--- src/rtl/myo_pwm_generator_if.sv ---
// Purpose: connects the PID controller to the H-bridge PWM stage (demand in; bridge drive, period tick and applied duty out).
// Latency: plain wires; timing is set by myo_pwm_generator.
// Backpressure: none; the master holds enable/pwmRef and the slave samples them at its own latch points.
interface myo_pwm_generator_if;
  logic               enable;
  logic signed [15:0] pwmRef;
  logic               pwm;
  logic               inA;
  logic               inB;
  logic               period_tick;
  logic signed [15:0] duty_active;

  modport master (
    output enable, pwmRef,
    input  pwm, inA, inB, period_tick, duty_active
  );

  modport slave (
    input  enable, pwmRef,
    output pwm, inA, inB, period_tick, duty_active
  );
endinterface

--- src/rtl/myo_pwm_generator.sv ---
// Purpose: turns a signed pwmRef into an H-bridge triple (inA, inB, pwm). The demand is latched once per period and
//          a coast dead time is inserted on every reversal. Optional slew limit: define PWM_SLEW_LIMIT_EN.
// Latency: pwm/inA/inB are registered one clock behind the period counter. A latched demand applies from the next cnt=0.
// Backpressure: none; free-running. pwmRef is sampled only at latch points, and enable=0 idles the bridge on the next clock.
module myo_pwm_generator #(
  parameter int PERIOD_CNT  = 2500,
  parameter int MAX_DUTY    = 2400,
  parameter int DEAD_CYCLES = 50,
  parameter int SLEW_STEP   = 64
) (
  input  logic                clock,
  input  logic                reset,
  myo_pwm_generator_if.slave  bus
);

  localparam int CNT_W  = (PERIOD_CNT > 1) ? $clog2(PERIOD_CNT) : 1;
  localparam int DCNT_W = (DEAD_CYCLES > 1) ? $clog2(DEAD_CYCLES) : 1;

  localparam logic [CNT_W-1:0]  CNT_LAST  = CNT_W'(PERIOD_CNT - 1);
  localparam logic [CNT_W-1:0]  CNT_ONE   = CNT_W'(1);
  localparam logic [DCNT_W-1:0] DCNT_LAST = DCNT_W'(DEAD_CYCLES - 1);
  localparam logic [DCNT_W-1:0] DCNT_ONE  = DCNT_W'(1);
  localparam logic [16:0]       MAX_MAG   = 17'(MAX_DUTY);

`ifdef PWM_SLEW_LIMIT_EN
  localparam logic signed [17:0] SLEW_P = 18'(SLEW_STEP);
  localparam logic signed [17:0] SLEW_N = -SLEW_P;
`endif

  // FSM encoding kept as plain constants for compatibility with older tooling
  localparam logic [1:0] ST_IDLE = 2'd0;
  localparam logic [1:0] ST_RUN  = 2'd1;
  localparam logic [1:0] ST_DEAD = 2'd2;

  // Refuse to elaborate with a parameter set the counters cannot represent
  if (PERIOD_CNT < 2 || PERIOD_CNT > 32768 || MAX_DUTY < 0 || MAX_DUTY > PERIOD_CNT ||
      DEAD_CYCLES < 1 || SLEW_STEP < 1) begin : g_bad_params
    $error("myo_pwm_generator: illegal parameter set");
  end

  // Architectural state
  logic [1:0]         state,  state_nxt;
  logic [CNT_W-1:0]   cnt,    cnt_nxt;
  logic [DCNT_W-1:0]  dcnt,   dcnt_nxt;
  logic               dir,    dir_nxt;     // 0 = forward (inA), 1 = reverse (inB)
  logic               pend_dir, pend_nxt;  // direction to adopt when the dead time ends
  logic signed [17:0] shadow, shadow_nxt;  // applied signed demand
  logic [16:0]        mag,    mag_nxt;     // |shadow|, compared against cnt

  // Registered outputs
  logic pwm_q, ina_q, inb_q, tick_q;
  logic pwm_nxt, ina_nxt, inb_nxt, tick_nxt;

  // Latch-point arithmetic
  logic signed [17:0] ref_s;
  logic [16:0]        ref_abs;
  logic [16:0]        ref_mag;
  logic signed [17:0] target;
  logic signed [17:0] lat_shadow;
  logic               lat_neg;
  logic [16:0]        lat_mag;
`ifdef PWM_SLEW_LIMIT_EN
  logic signed [17:0] diff;
`endif

  logic cnt_last;
  logic latch_pt;
  logic reversal;

  assign cnt_last = (cnt == CNT_LAST);
  // The IDLE->RUN clock is a latch point as well as the last clock of every period
  assign latch_pt = (state == ST_IDLE) || cnt_last;

  // Value the demand would take if latched this clock. -32768 needs the 17-bit magnitude.
  always_comb begin
    ref_s   = $signed({{2{bus.pwmRef[15]}}, bus.pwmRef});
    ref_abs = ref_s[17] ? 17'(-ref_s) : ref_s[16:0];
    ref_mag = (ref_abs > MAX_MAG) ? MAX_MAG : ref_abs;
    target  = ref_s[17] ? -$signed({1'b0, ref_mag}) : $signed({1'b0, ref_mag});
`ifdef PWM_SLEW_LIMIT_EN
    // shadow is 0 whenever we sit in IDLE, so the first latch after enable is slew-limited from zero
    diff = target - shadow;
    if (diff > SLEW_P) begin
      lat_shadow = shadow + SLEW_P;
    end else if (diff < SLEW_N) begin
      lat_shadow = shadow + SLEW_N;
    end else begin
      lat_shadow = target;
    end
`else
    lat_shadow = target;
`endif
    lat_neg = lat_shadow[17];
    lat_mag = lat_neg ? 17'(-lat_shadow) : lat_shadow[16:0];
  end

  // A zero demand never counts as a reversal; it keeps the current direction
  assign reversal = (lat_mag != '0) && (lat_neg != dir);

  // Next-state: period counter, demand latch, direction and dead-time sequencing
  always_comb begin
    state_nxt  = state;
    cnt_nxt    = cnt;
    dcnt_nxt   = dcnt;
    dir_nxt    = dir;
    pend_nxt   = pend_dir;
    shadow_nxt = shadow;
    mag_nxt    = mag;
    if (!bus.enable) begin
      // dir is deliberately kept so that re-enabling against it still forces a dead time
      state_nxt  = ST_IDLE;
      cnt_nxt    = '0;
      dcnt_nxt   = '0;
      pend_nxt   = dir;
      shadow_nxt = '0;
      mag_nxt    = '0;
    end else begin
      cnt_nxt = (state == ST_IDLE || cnt_last) ? '0 : cnt + CNT_ONE;
      if (latch_pt) begin
        shadow_nxt = lat_shadow;
        mag_nxt    = lat_mag;
      end
      case (state)
        ST_IDLE, ST_RUN: begin
          if (latch_pt && reversal) begin
            state_nxt = ST_DEAD;
            dcnt_nxt  = DCNT_LAST;
            pend_nxt  = lat_neg;
          end else begin
            state_nxt = ST_RUN;
          end
        end
        ST_DEAD: begin
          // A demand latched mid-dead-time retargets the pending direction; zero means stay put
          if (latch_pt) begin
            pend_nxt = (lat_mag != '0) ? lat_neg : dir;
          end
          if (dcnt == '0) begin
            state_nxt = ST_RUN;
            dir_nxt   = pend_nxt;
          end else begin
            dcnt_nxt = dcnt - DCNT_ONE;
          end
        end
        default: begin
          state_nxt = ST_IDLE;
        end
      endcase
    end
  end

  // Output decode: the bridge is only driven in RUN, so a direction change always passes through all-off
  always_comb begin
    pwm_nxt  = bus.enable && (state == ST_RUN) && (17'(cnt) < mag);
    ina_nxt  = bus.enable && (state == ST_RUN) && !dir;
    inb_nxt  = bus.enable && (state == ST_RUN) && dir;
    // tick is aligned with cnt (not with pwm): it is high during the last clock of the period
    tick_nxt = (state_nxt != ST_IDLE) && (cnt_nxt == CNT_LAST);
  end

  // Control state registers
  always_ff @(posedge clock or negedge reset) begin
    if (!reset) begin
      state    <= ST_IDLE;
      cnt      <= '0;
      dcnt     <= '0;
      dir      <= 1'b0;
      pend_dir <= 1'b0;
      shadow   <= '0;
      mag      <= '0;
    end else begin
      state    <= state_nxt;
      cnt      <= cnt_nxt;
      dcnt     <= dcnt_nxt;
      dir      <= dir_nxt;
      pend_dir <= pend_nxt;
      shadow   <= shadow_nxt;
      mag      <= mag_nxt;
    end
  end

  // Output registers; the asynchronous reset drops the bridge immediately
  always_ff @(posedge clock or negedge reset) begin
    if (!reset) begin
      pwm_q  <= 1'b0;
      ina_q  <= 1'b0;
      inb_q  <= 1'b0;
      tick_q <= 1'b0;
    end else begin
      pwm_q  <= pwm_nxt;
      ina_q  <= ina_nxt;
      inb_q  <= inb_nxt;
      tick_q <= tick_nxt;
    end
  end

  assign bus.pwm         = pwm_q;
  assign bus.inA         = ina_q;
  assign bus.inB         = inb_q;
  assign bus.period_tick = tick_q;
  // |shadow| <= MAX_DUTY <= 32768, and +32768 cannot be requested, so 16 bits hold it
  assign bus.duty_active = shadow[15:0];

endmodule

--- src/flat_wrapper.sv ---
// flat-port wrapper written by rule: the top's interface ports become plain ports
module myo_pwm_generator_flat 
#(
  parameter int PERIOD_CNT  = 2500,
  parameter int MAX_DUTY    = 2400,
  parameter int DEAD_CYCLES = 50,
  parameter int SLEW_STEP   = 64
)
  (clock, reset, bus_enable, bus_pwmRef, bus_pwm, bus_inA, bus_inB, bus_period_tick, bus_duty_active);
  myo_pwm_generator_if bus_i ();
  input  logic clock;
  input  logic reset;
  input wire logic [$bits(bus_i.enable)-1:0] bus_enable;
  input wire logic [$bits(bus_i.pwmRef)-1:0] bus_pwmRef;
  output wire logic [$bits(bus_i.pwm)-1:0] bus_pwm;
  output wire logic [$bits(bus_i.inA)-1:0] bus_inA;
  output wire logic [$bits(bus_i.inB)-1:0] bus_inB;
  output wire logic [$bits(bus_i.period_tick)-1:0] bus_period_tick;
  output wire logic [$bits(bus_i.duty_active)-1:0] bus_duty_active;
  assign bus_i.enable = bus_enable;
  assign bus_i.pwmRef = bus_pwmRef;
  assign bus_pwm = bus_i.pwm;
  assign bus_inA = bus_i.inA;
  assign bus_inB = bus_i.inB;
  assign bus_period_tick = bus_i.period_tick;
  assign bus_duty_active = bus_i.duty_active;
  myo_pwm_generator #(.PERIOD_CNT(PERIOD_CNT), .MAX_DUTY(MAX_DUTY), .DEAD_CYCLES(DEAD_CYCLES), .SLEW_STEP(SLEW_STEP)) u_core (.clock(clock), .reset(reset), .bus(bus_i));
endmodule
--- config.mk ---
export PLATFORM = sky130hd
export DESIGN_NAME = myo_pwm_generator_flat
export DESIGN_NICKNAME = d
export VERILOG_FILES = /design/src/rtl/myo_pwm_generator_if.sv /design/src/rtl/myo_pwm_generator.sv /design/src/flat_wrapper.sv
export SDC_FILE = /design/constraint.sdc
export NUM_CORES = 1
export LEC_CHECK = 0
export BUFFER_PORTS_ARGS = -buffer_cell sky130_fd_sc_hd__buf_2
export CAP_MARGIN = 0
export CORE_UTILIZATION = 40
export DETAILED_ROUTE_END_ITERATION = 6
export PLACE_DENSITY = 0.66
export SLEW_MARGIN = 10
export SYNTH_ARGS = -nofsm -noshare
export SYNTH_HDL_FRONTEND = slang
export SYNTH_SLANG_ARGS = --single-unit
--- constraint.sdc ---
create_clock -name clock -period 3.2 [get_ports clock]
set_clock_uncertainty 0.1 [all_clocks]
set_input_delay 0 -clock clock [delete_from_list [all_inputs] [get_ports clock]]
set_output_delay 0 -clock clock [all_outputs]
set_load 0.01 [all_outputs]
### Yosys cells after proc, flatten, opt, wreduce, memory -nomap -nowiden

Index checks and enable logic that the tools add are counted.

* multiplexer cells: 23
* eq/ne operators: 9
* reduce and logical (&&, ||, !) cells: 17
* $add $sub $neg: 5
* $lt $le $gt $ge: 2

Operator list (number)
* $mux 17: 5
* $mux 16: 2
* $eq 12x12->1 const B: 2
* $mux 12: 2
* $mux 18: 1
* $mux 6: 3
* $neg 17->18: 1
* $gt 17x12->1 const B: 1
* $lt 12x17->1: 1
* $neg 16->17: 1
* $neg 17->17: 1
* $reduce_bool 17->1: 1
* $add 12x1->12 const B: 1
* $pmux 6 s2: 1
* $logic_and 1x1->1: 7
* $logic_not 6->1: 1
* $mux 2: 3
* $reduce_and 3->1: 2
* $sub 6x1->6 const B: 1
* $mux 1: 4
* $pmux 2 s2: 1
* $ne 3x1->1 const B: 1
* $ne 3x2->1 const B: 1
* $ne 3x3->1 const B: 1
* 11 further kinds: 11

* input port bits: 19
* word-level logic and storage cells: 67
* register bits after elaboration: 59
* output and inout bits: 20

### Longest topological paths before layout

Gate-level depths: netlist of run 1.

* depth in word-level cells: 16
* mapped depth: 25

### Least setup slack after synthesis of run 1

OpenSTA, ideal clock, no wires.

* path type: input-to-reg
* start point: in bus_pwmRef[0]
* end point: reg u_core.dcnt[1]
* stages on the path: 25
* setup slack: -2119 ps
* buffers on the path: 3
* library setup time: 128 ps
* arrival: 5091 ps
* cells stage by stage: buf_2 -> inv_1 -> ha_1 -> buf_2 -> o21bai_1 -> a21oi_1 -> o21ai_0 -> a21o_1 -> a211oi_2 -> nor2_2 -> buf_2 -> o21ai_0 -> ha_1 -> o2111ai_1 -> o21ba_2 -> mux2_2 -> o21a_1 -> o31ai_4 -> o2111ai_2 -> o31ai_1 -> xor2_1 -> and4b_4 -> a21oi_4 -> o21ai_4 -> mux2_1

* longest elaborated chain between the ends: 13
* elaborated cells between the ends (all ways): 14
* classes of those cells: add/sub (3); order compare (1); eq/ne (2); mux (4); reduce/logical (4)

RTL lines
* from (decl): RTL line flat_wrapper.sv:14 `input wire logic [$bits(bus_i.pwmRef)-1:0] bus_pwmRef;`
* $neg 16->17: RTL line myo_pwm_generator.sv:77 `ref_abs = ref_s[17] ? 17'(-ref_s) : ref_s[16:0];`
* $mux 17 *: RTL line myo_pwm_generator.sv:77
* $gt 17x12->1: RTL line myo_pwm_generator.sv:78 `ref_mag = (ref_abs > MAX_MAG) ? MAX_MAG : ref_abs;`
* $mux 17 *: RTL line myo_pwm_generator.sv:78
* $neg 17->18: RTL line myo_pwm_generator.sv:79 `target = ref_s[17] ? -$signed({1'b0, ref_mag}) : $signed({1'b0, ref_mag});`
* $mux 18 *: RTL line myo_pwm_generator.sv:79
* $neg 17->17: RTL line myo_pwm_generator.sv:94 `lat_mag = lat_neg ? 17'(-lat_shadow) : lat_shadow[16:0];`
* $mux 17: RTL line myo_pwm_generator.sv:94
* $reduce_bool 17->1: RTL line myo_pwm_generator.sv:98 `assign reversal = (lat_mag != '0) && (lat_neg != dir);`
* $logic_and 1x1->1 *: RTL line myo_pwm_generator.sv:98
* $logic_and 1x1->1 *: RTL line myo_pwm_generator.sv:125 `if (latch_pt && reversal) begin`
* $ne 3x2->1 (no line) *
* $reduce_and 3->1 (no line) *
* to (signal assigned): RTL line myo_pwm_generator.sv:174 `dcnt <= dcnt_nxt;`
* to (decl): RTL line myo_pwm_generator.sv:44 `logic [DCNT_W-1:0] dcnt, dcnt_nxt;`

Mark *: on every way between the ends. The rest lies on a longest branch, timed or not.
A chain may end at the register's enable or synchronous reset.

### Final worst setup path of run 1

* start point: in bus_pwmRef[1]
* end point: reg u_core.dcnt[5]

The elaborated chain is that of the path after synthesis.

==> out/metrics.csv, run 1 <==
metric;value;unit
status;finished, violations left;
failing checks;DRC, setup timing;
Multi-input gate area;3398;um2
Critical Path Start Type;input pin;
# fillers;961;
Slowest-stage cell, CP;or4b_4;
Stages on worst setup path;23;
top post-synthesis cells by count;nor2_1, dfrtp_1, nand2_1;
DRC;4;
Power Dens Cells;521.3;nW/um2
Synth area leaders;dfrtp_1, nor2_1, ha_1;
Largest stage delay, worst path;0.47;ns
critical path cell sequence;buf_8 > inv_6 > ha_4 > buf_6 > or4b_4 > o21ai_4 > xnor2_2 > a211oi_4 > nor2_4 > o21ai_4 > ha_4 > o2111ai_2 > o21ba_4 > mux2_4 > o21a_1 > o31ai_4 > o2111ai_4 > a32o_2 > nor3_2 > and4b_4 > a21oi_4 > o21ai_4 > a2111oi_2;
maximum clock frequency;234.0;MHz
Top cell by count, worst path;o21ai_4;
CTS tree;done;
grt total ovfl;0;
RSZ-0062 raised after global routing;true;
Top Ports;39;
DRT Pass-1 Iters;7;
Total GRT Usage;24.43;%
Critical Setup Path Class;in -> reg;
Final Critical Period;4.273;ns
Compound-Gate Fraction of Synth Area;25.51;%
peak supply drop;0.0002970;V
Crit. End Element;register;
largest net degree at the start of global routing;34;
maxcap violations;0;
post-route insts no fill;896;
Routed WL;14730;um
area leader, netlist;dfrtp_1;
most frequent cell after synthesis;nor2_1;
Worst Setup SP;bus_pwmRef[1];
number of flops mapped to enable cells by yosys;0;
max-slew violations;0;
Core Util, Final;60.17;%
gp weighted congestion;0.9041;
DP Area;6143;um2
std cell rows;39;
CTS H-tree depth;3;
Post-Syn Area per Cell;8.352;um2
ys flop type;dfrtp_1;
total die area;12380;um2
Arr. time, crit path;4.38;ns
fin crit share;133.5;%
chip height;111.3;um
main combinational cell family by area after synthesis;compound AO/OA/AOI/OAI gates;
Synth top area share;30.38;%
Iter 0 DRT Violations;507;
CP Buf/Inv Count;3;
clock root buffer;clkbuf_16;
cell count after placement;857;
worst setup path endpoint;u_core.dcnt[5];
Final #Nets;786;
TritonCTS Sinks;58;
Worst-Margin Slew;1.060;ns
setup TNS;-12.41;ns
Starting Density;41.48;%
antenna violations before repair;0;
Critical Path RT;3.31;ns
Mapped Cells;572;
Hold Crit Class;in -> async;
vias in the first global route;5100;
mux contribution to synthesized area;2.436;%
antenna viol nets, final;0;
vias;5102;
first-pass GRT wire length;24760;um
final worst setup slack;-1.073;ns
Final setup violation count;17;
Worst slew margin;29.24;%
sequential cell area;1451;um2
Leak;3.145;nW
Yosys warnings;0;
core outline area;11520;um2
area grow syn2layout;45.05;%
CTS Buffer Depth;2;
R2R setup slack;0.37;ns
Die Width;111.3;um
Skew-Pair Late Insertion Delay;0.33;ns
total CTS buffers;9;
syn nets;608;
Clk pin slew, worst setup/hold paths;0.05;ns
Critical Path Fanout Max;7;
wire per inst;16.43;um
via/cell ratio;5.694;
FFs w/ async S/R, synth;100.0;%
Final Cell Area;6929;um2
layout cells sized above 1;40.77;%
CP top delay family;compound AO/OA/AOI/OAI gates;
overall power;3.612;mW
Final HPWL DP;10520;um
Unique masters post-synth;84;
Synth Area in Simple Gates;24.38;%
sequential fraction of the synthesis area;30.38;%
RR Startpoint;u_core.cnt[0];
cell area after technology mapping;4777;um2
post-synthesis xor/xnor area fraction;6.679;%
Post-Synth Adder-Cell Area;4.453;%
reg2reg end;u_core.bus.period_tick;
Final Hold Viols;0;
Port Buffer Count;38;
r2r worst-path depth;9;
Ant. Diodes;0;
Yosys reg bits;58;
registers in the layout, summed over array words and instances (netlist names):
name                    flops
u_core.mag                 17
u_core.pend_dir             1
u_core.bus.inA              1
u_core.shadow              15
u_core.dir                  1
u_core.dcnt                 6
u_core.bus.pwm              1
u_core.bus.inB              1
u_core.bus.period_tick      1
u_core.cnt                 12
u_core.state                2
area by class of cell:
type	count	share of cell area, %
Sequential cell	58	20.95
Clock buffer	12	3.846
Timing Repair Buffer	203	21.78
Inverter	28	1.625
Tap cell	143	2.582
Multi-Input combinational cell	450	49.04
Clock inverter	2	0.1806
kinds of logic (layout without fill, tap and decap cells):
family	count (synthesis)	in the layout
xor gates and xnor gates	33	33
buffers and inverters	64	245
muxes	10	10
AOI/OAI and AO/OA	164	164
DFF	58	58
adders and majority gates	17	17
and+or+nand+nor	226	226
stage by stage:
stage,setup WS [ns],hold WS (ns)
6_report,-1.073,0.1716
5_1_grt,-1.269,0.2282
4_1_cts,-1.037,0.1727
3_5_place_dp,-1.488,-0.003357
3_3_place_gp,-1.345,-0.01686
2_1_floorplan,-1.554,-0.3956
cells in the final DEF (no fill, tap or decap), types with 8 or more instances in the layout:
cell type  synthesis  final
buf_4              3    153
nor2_1            69     63
dfrtp_1           58     58
nand2_1           49     45
buf_2             10     36
a21oi_1           38     31
inv_1             27     24
nor3_1            28     22
xnor2_1           20     17
nand3_1           17     17
a211oi_1          20     17
a21o_1            14     14
ha_1              17     14
o21ai_0           16     10
nand4_1            9      9
clkbuf_16          0      9
xor2_1             9      8
buf_6              4      8
routing by layer:
| layer | global-route usage (%) | up-vias | wire length, um |
|---|---|---|---|
| met4 | 8.468 | 0 | 235 |
| met1 | 31.73 | 2470 | 6621 |
| met5 | 0 | - | 0 |
| met3 | 3.827 | 27 | 624 |
| met2 | 41.13 | 168 | 7243 |
| li1 | - | 2437 | - |
worst min-delay path by stage:
stage,endpoint,slack (ns),cells after the start
6_report,u_core.shadow[4],0.17,2
5_1_grt,u_core.mag[0],0.23,5
4_1_cts,u_core.mag[0],0.17,5
3_5_place_dp,u_core.shadow[9],-0.003,1
3_3_place_gp,u_core.shadow[4],-0.02,1
2_1_floorplan,u_core.bus.inA,-0.40,0
worst register-to-register path, stage by stage, from the launching register on:
cell and delay [ns]:
dfrtp_1 0.42, ha_1 0.28, and4_1 0.17, nand3_1 0.11
o21a_1 0.53, nand2_1 0.24, nor2_1 0.20, nor4b_1 0.32
nand4_1 0.15, nor3_1 0.21
power breakdown:
part | switching, mW | internal (mW) | total (mW)
sequential | 0.150 | 0.924 | 1.07
clock | 0.329 | 0.576 | 0.905
combinational | 0.912 | 0.720 | 1.63
total | 1.39 | 2.22 | 3.61
repair_timing:
action / in CTS / in global routing
endpoints found under the hold margin: 37 / 0
endpoints found under the setup margin: 23 / 25
setup buffers: 21 / 6
gates resized for setup: 42 / 31
hold buffers: 2 / 0
pin swaps: 17 / 23
(Power assumes the default switching activity.)
==> run 2: changes to the inputs <==
--- a/config.mk
+++ b/config.mk
@@ -7,7 +7,9 @@
 export LEC_CHECK = 0
 export BUFFER_PORTS_ARGS = -buffer_cell sky130_fd_sc_hd__buf_2
 export CAP_MARGIN = 0
+export CORE_MARGIN = 3
 export CORE_UTILIZATION = 40
+export CTS_BUF_LIST = sky130_fd_sc_hd__clkbuf_16
 export DETAILED_ROUTE_END_ITERATION = 6
 export PLACE_DENSITY = 0.66
 export SLEW_MARGIN = 10
==> run 2 against run 1 <==
The run ends with setup timing left. Power rose by 0.94%. Sequential share of layout area shrank 0.53 points. Cell area up 2.6%. Via count rose by 1.9%. First-iteration DRC count increased by 0.39%. Sequential cell count unchanged. Final cell count is 0.56% higher. Critical path type unchanged. Largest cell class unchanged.
==> out/metrics.csv, run 2 (synthesis gave the netlist of run 1 again) <==
metric;value;unit
area grow syn2layout;48.80;%
Power Dens Cells;512.9;nW/um2
Largest register FFs;17;
Die Width;115.3;um
commonest cells after routing, fill and taps aside;buf_4, nor2_1, dfrtp_1;
R2R setup slack;0.42;ns
Worst slew margin;54.92;%
CTS tree;done;
largest net degree at the start of global routing;32;
overall power;3.646;mW
Top reg by flops;u_core.mag;
Skew-Pair Late Insertion Delay;0.33;ns
DRC;0;
std cell rows;39;
post-place setup slack;-1.440;ns
Critical Setup Path Class;in -> reg;
Total GRT Usage;23.34;%
Final setup violation count;17;
first-pass GRT wire length;25050;um
Leak;3.211;nW
Worst Setup SP;bus_pwmRef[1];
Port Buffer Count;38;
commonest non-fill, non-tap cell in the layout;buf_4;
CTS Buffer Depth;2;
status;finished, violations left;
antenna violations before repair;0;
Ant. Diodes;0;
vias in the first global route;5199;
r2r worst-path depth;14;
clock root buffer;clkbuf_16;
Hold Crit Class;in -> async;
Final Critical Period;4.316;ns
total CTS buffers;9;
Routed WL;15330;um
peak supply drop;0.0003169;V
gp weighted congestion;0.9139;
Crit. End Element;register;
TritonCTS Sinks;58;
fin crit share;134.9;%
total die area;13290;um2
Final Hold Viols;0;
wire per inst;17.02;um
Final HPWL DP;10850;um
worst setup path endpoint;u_core.dcnt[1];
Worst-Margin Slew;0.6762;ns
reg2reg end;u_core.bus.pwm;
final worst setup slack;-1.116;ns
Clk pin slew, worst setup/hold paths;0.05;ns
RSZ-0062 raised after global routing;true;
vias;5198;
Starting Density;41.31;%
CTS H-tree depth;3;
chip height;115.3;um
Critical Path Start Type;input pin;
layout cells sized above 1;42.61;%
Critical Path RT;3.31;ns
max-slew violations;0;
RR Startpoint;u_core.mag[1];
maximum clock frequency;231.7;MHz
antenna viol nets, final;0;
grt total ovfl;0;
failing checks;setup timing;
Arr. time, crit path;4.42;ns
Final #Nets;791;
leading registers by flop count;u_core.mag: 17 flops, u_core.shadow: 15 flops, u_core.cnt: 12 flops;
Critical Path Fanout Max;6;
Iter 0 DRT Violations;509;
Top Ports;39;
maxcap violations;0;
core outline area;11560;um2
DRT Pass-1 Iters;6;
via/cell ratio;5.769;
-- run 2: critical path, stage by stage --
cell	delay, ns
buf_8	0.10
inv_4	0.05
ha_4	0.19
buf_4	0.14
nand4bb_4	0.13
o211ai_1	0.11
buf_4	0.16
nor4_4	0.04
a21o_1	0.20
a211oi_4	0.28
nor2_4	0.09
o21ai_4	0.08
ha_4	0.15
o2111ai_2	0.08
o21ba_4	0.27
mux2_4	0.31
o21a_1	0.20
o31ai_4	0.23
o2111ai_4	0.23
o31ai_2	0.31
xor2_1	0.22
and4b_4	0.29
a21oi_4	0.07
o21ai_4	0.18
mux2_4	0.31
-- run 2: worst min-delay path by stage --
stage                     cells past startpoint          endpoint  start  slack, ns
after global placement                        1  u_core.shadow[3]  reset      -0.06
after floorplan                               0    u_core.bus.inA  reset      -0.40
after detailed placement                      1  u_core.shadow[3]  reset      -0.06
after CTS                                     2  u_core.shadow[3]  reset       0.14
final                                         2  u_core.shadow[4]  reset       0.12
after global routing                          2  u_core.shadow[4]  reset       0.19
-- run 2: report_power, final --
part | leakage [nW] | switching (mW) | total [mW] | internal [mW]
logic | 2.30 | 0.942 | 1.67 | 0.727
registers | 0.774 | 0.152 | 1.08 | 0.925
clock network | 0.136 | 0.317 | 0.901 | 0.584
total | 3.21 | 1.41 | 3.65 | 2.24
-- run 2: repair_timing --
action                                  4_1_cts  5_1_grt
hold buffers                                  2        0
resized for setup                            53       49
setup buffers                                39       12
hold endpoints to repair                     33        0
endpoints found under the setup margin       25       27
pin swaps                                    33       42
-- run 2: routing by layer --
layer | vias to the layer above | track usage [%] | part of all wire (%)
li1 | 2440 | - | -
met1 | 2526 | 30.62 | 44
met2 | 189 | 39.39 | 49
met3 | 43 | 3.684 | 4.9
met4 | 0 | 7.512 | 2.7
met5 | - | 0 | 0
-- run 2: per-stage QoR --
step           utilization, %  instances  TNS [ns]  area [um2]  hold WS [ns]
5_1_grt                 61.46        901    -15.71        7108        0.1948
4_1_cts                 59.40        901    -11.27        6869        0.1389
6_report                61.46        901    -12.59        7108        0.1245
3_3_place_gp            53.14        859    -17.70        6146      -0.06439
2_1_floorplan               -        572    -17.73        4915       -0.3956
3_5_place_dp            53.14        859    -21.13        6146      -0.05646
-- run 2: cell type report --
class	instances	area, um2
fillers	929	4457
multi-input cells	450	3527
repair buffers	208	1568
flip-flops and latches	58	1451
clock buffers	9	225.2
well taps	143	178.9
inverters	28	110.1
clock inverters	5	47.55
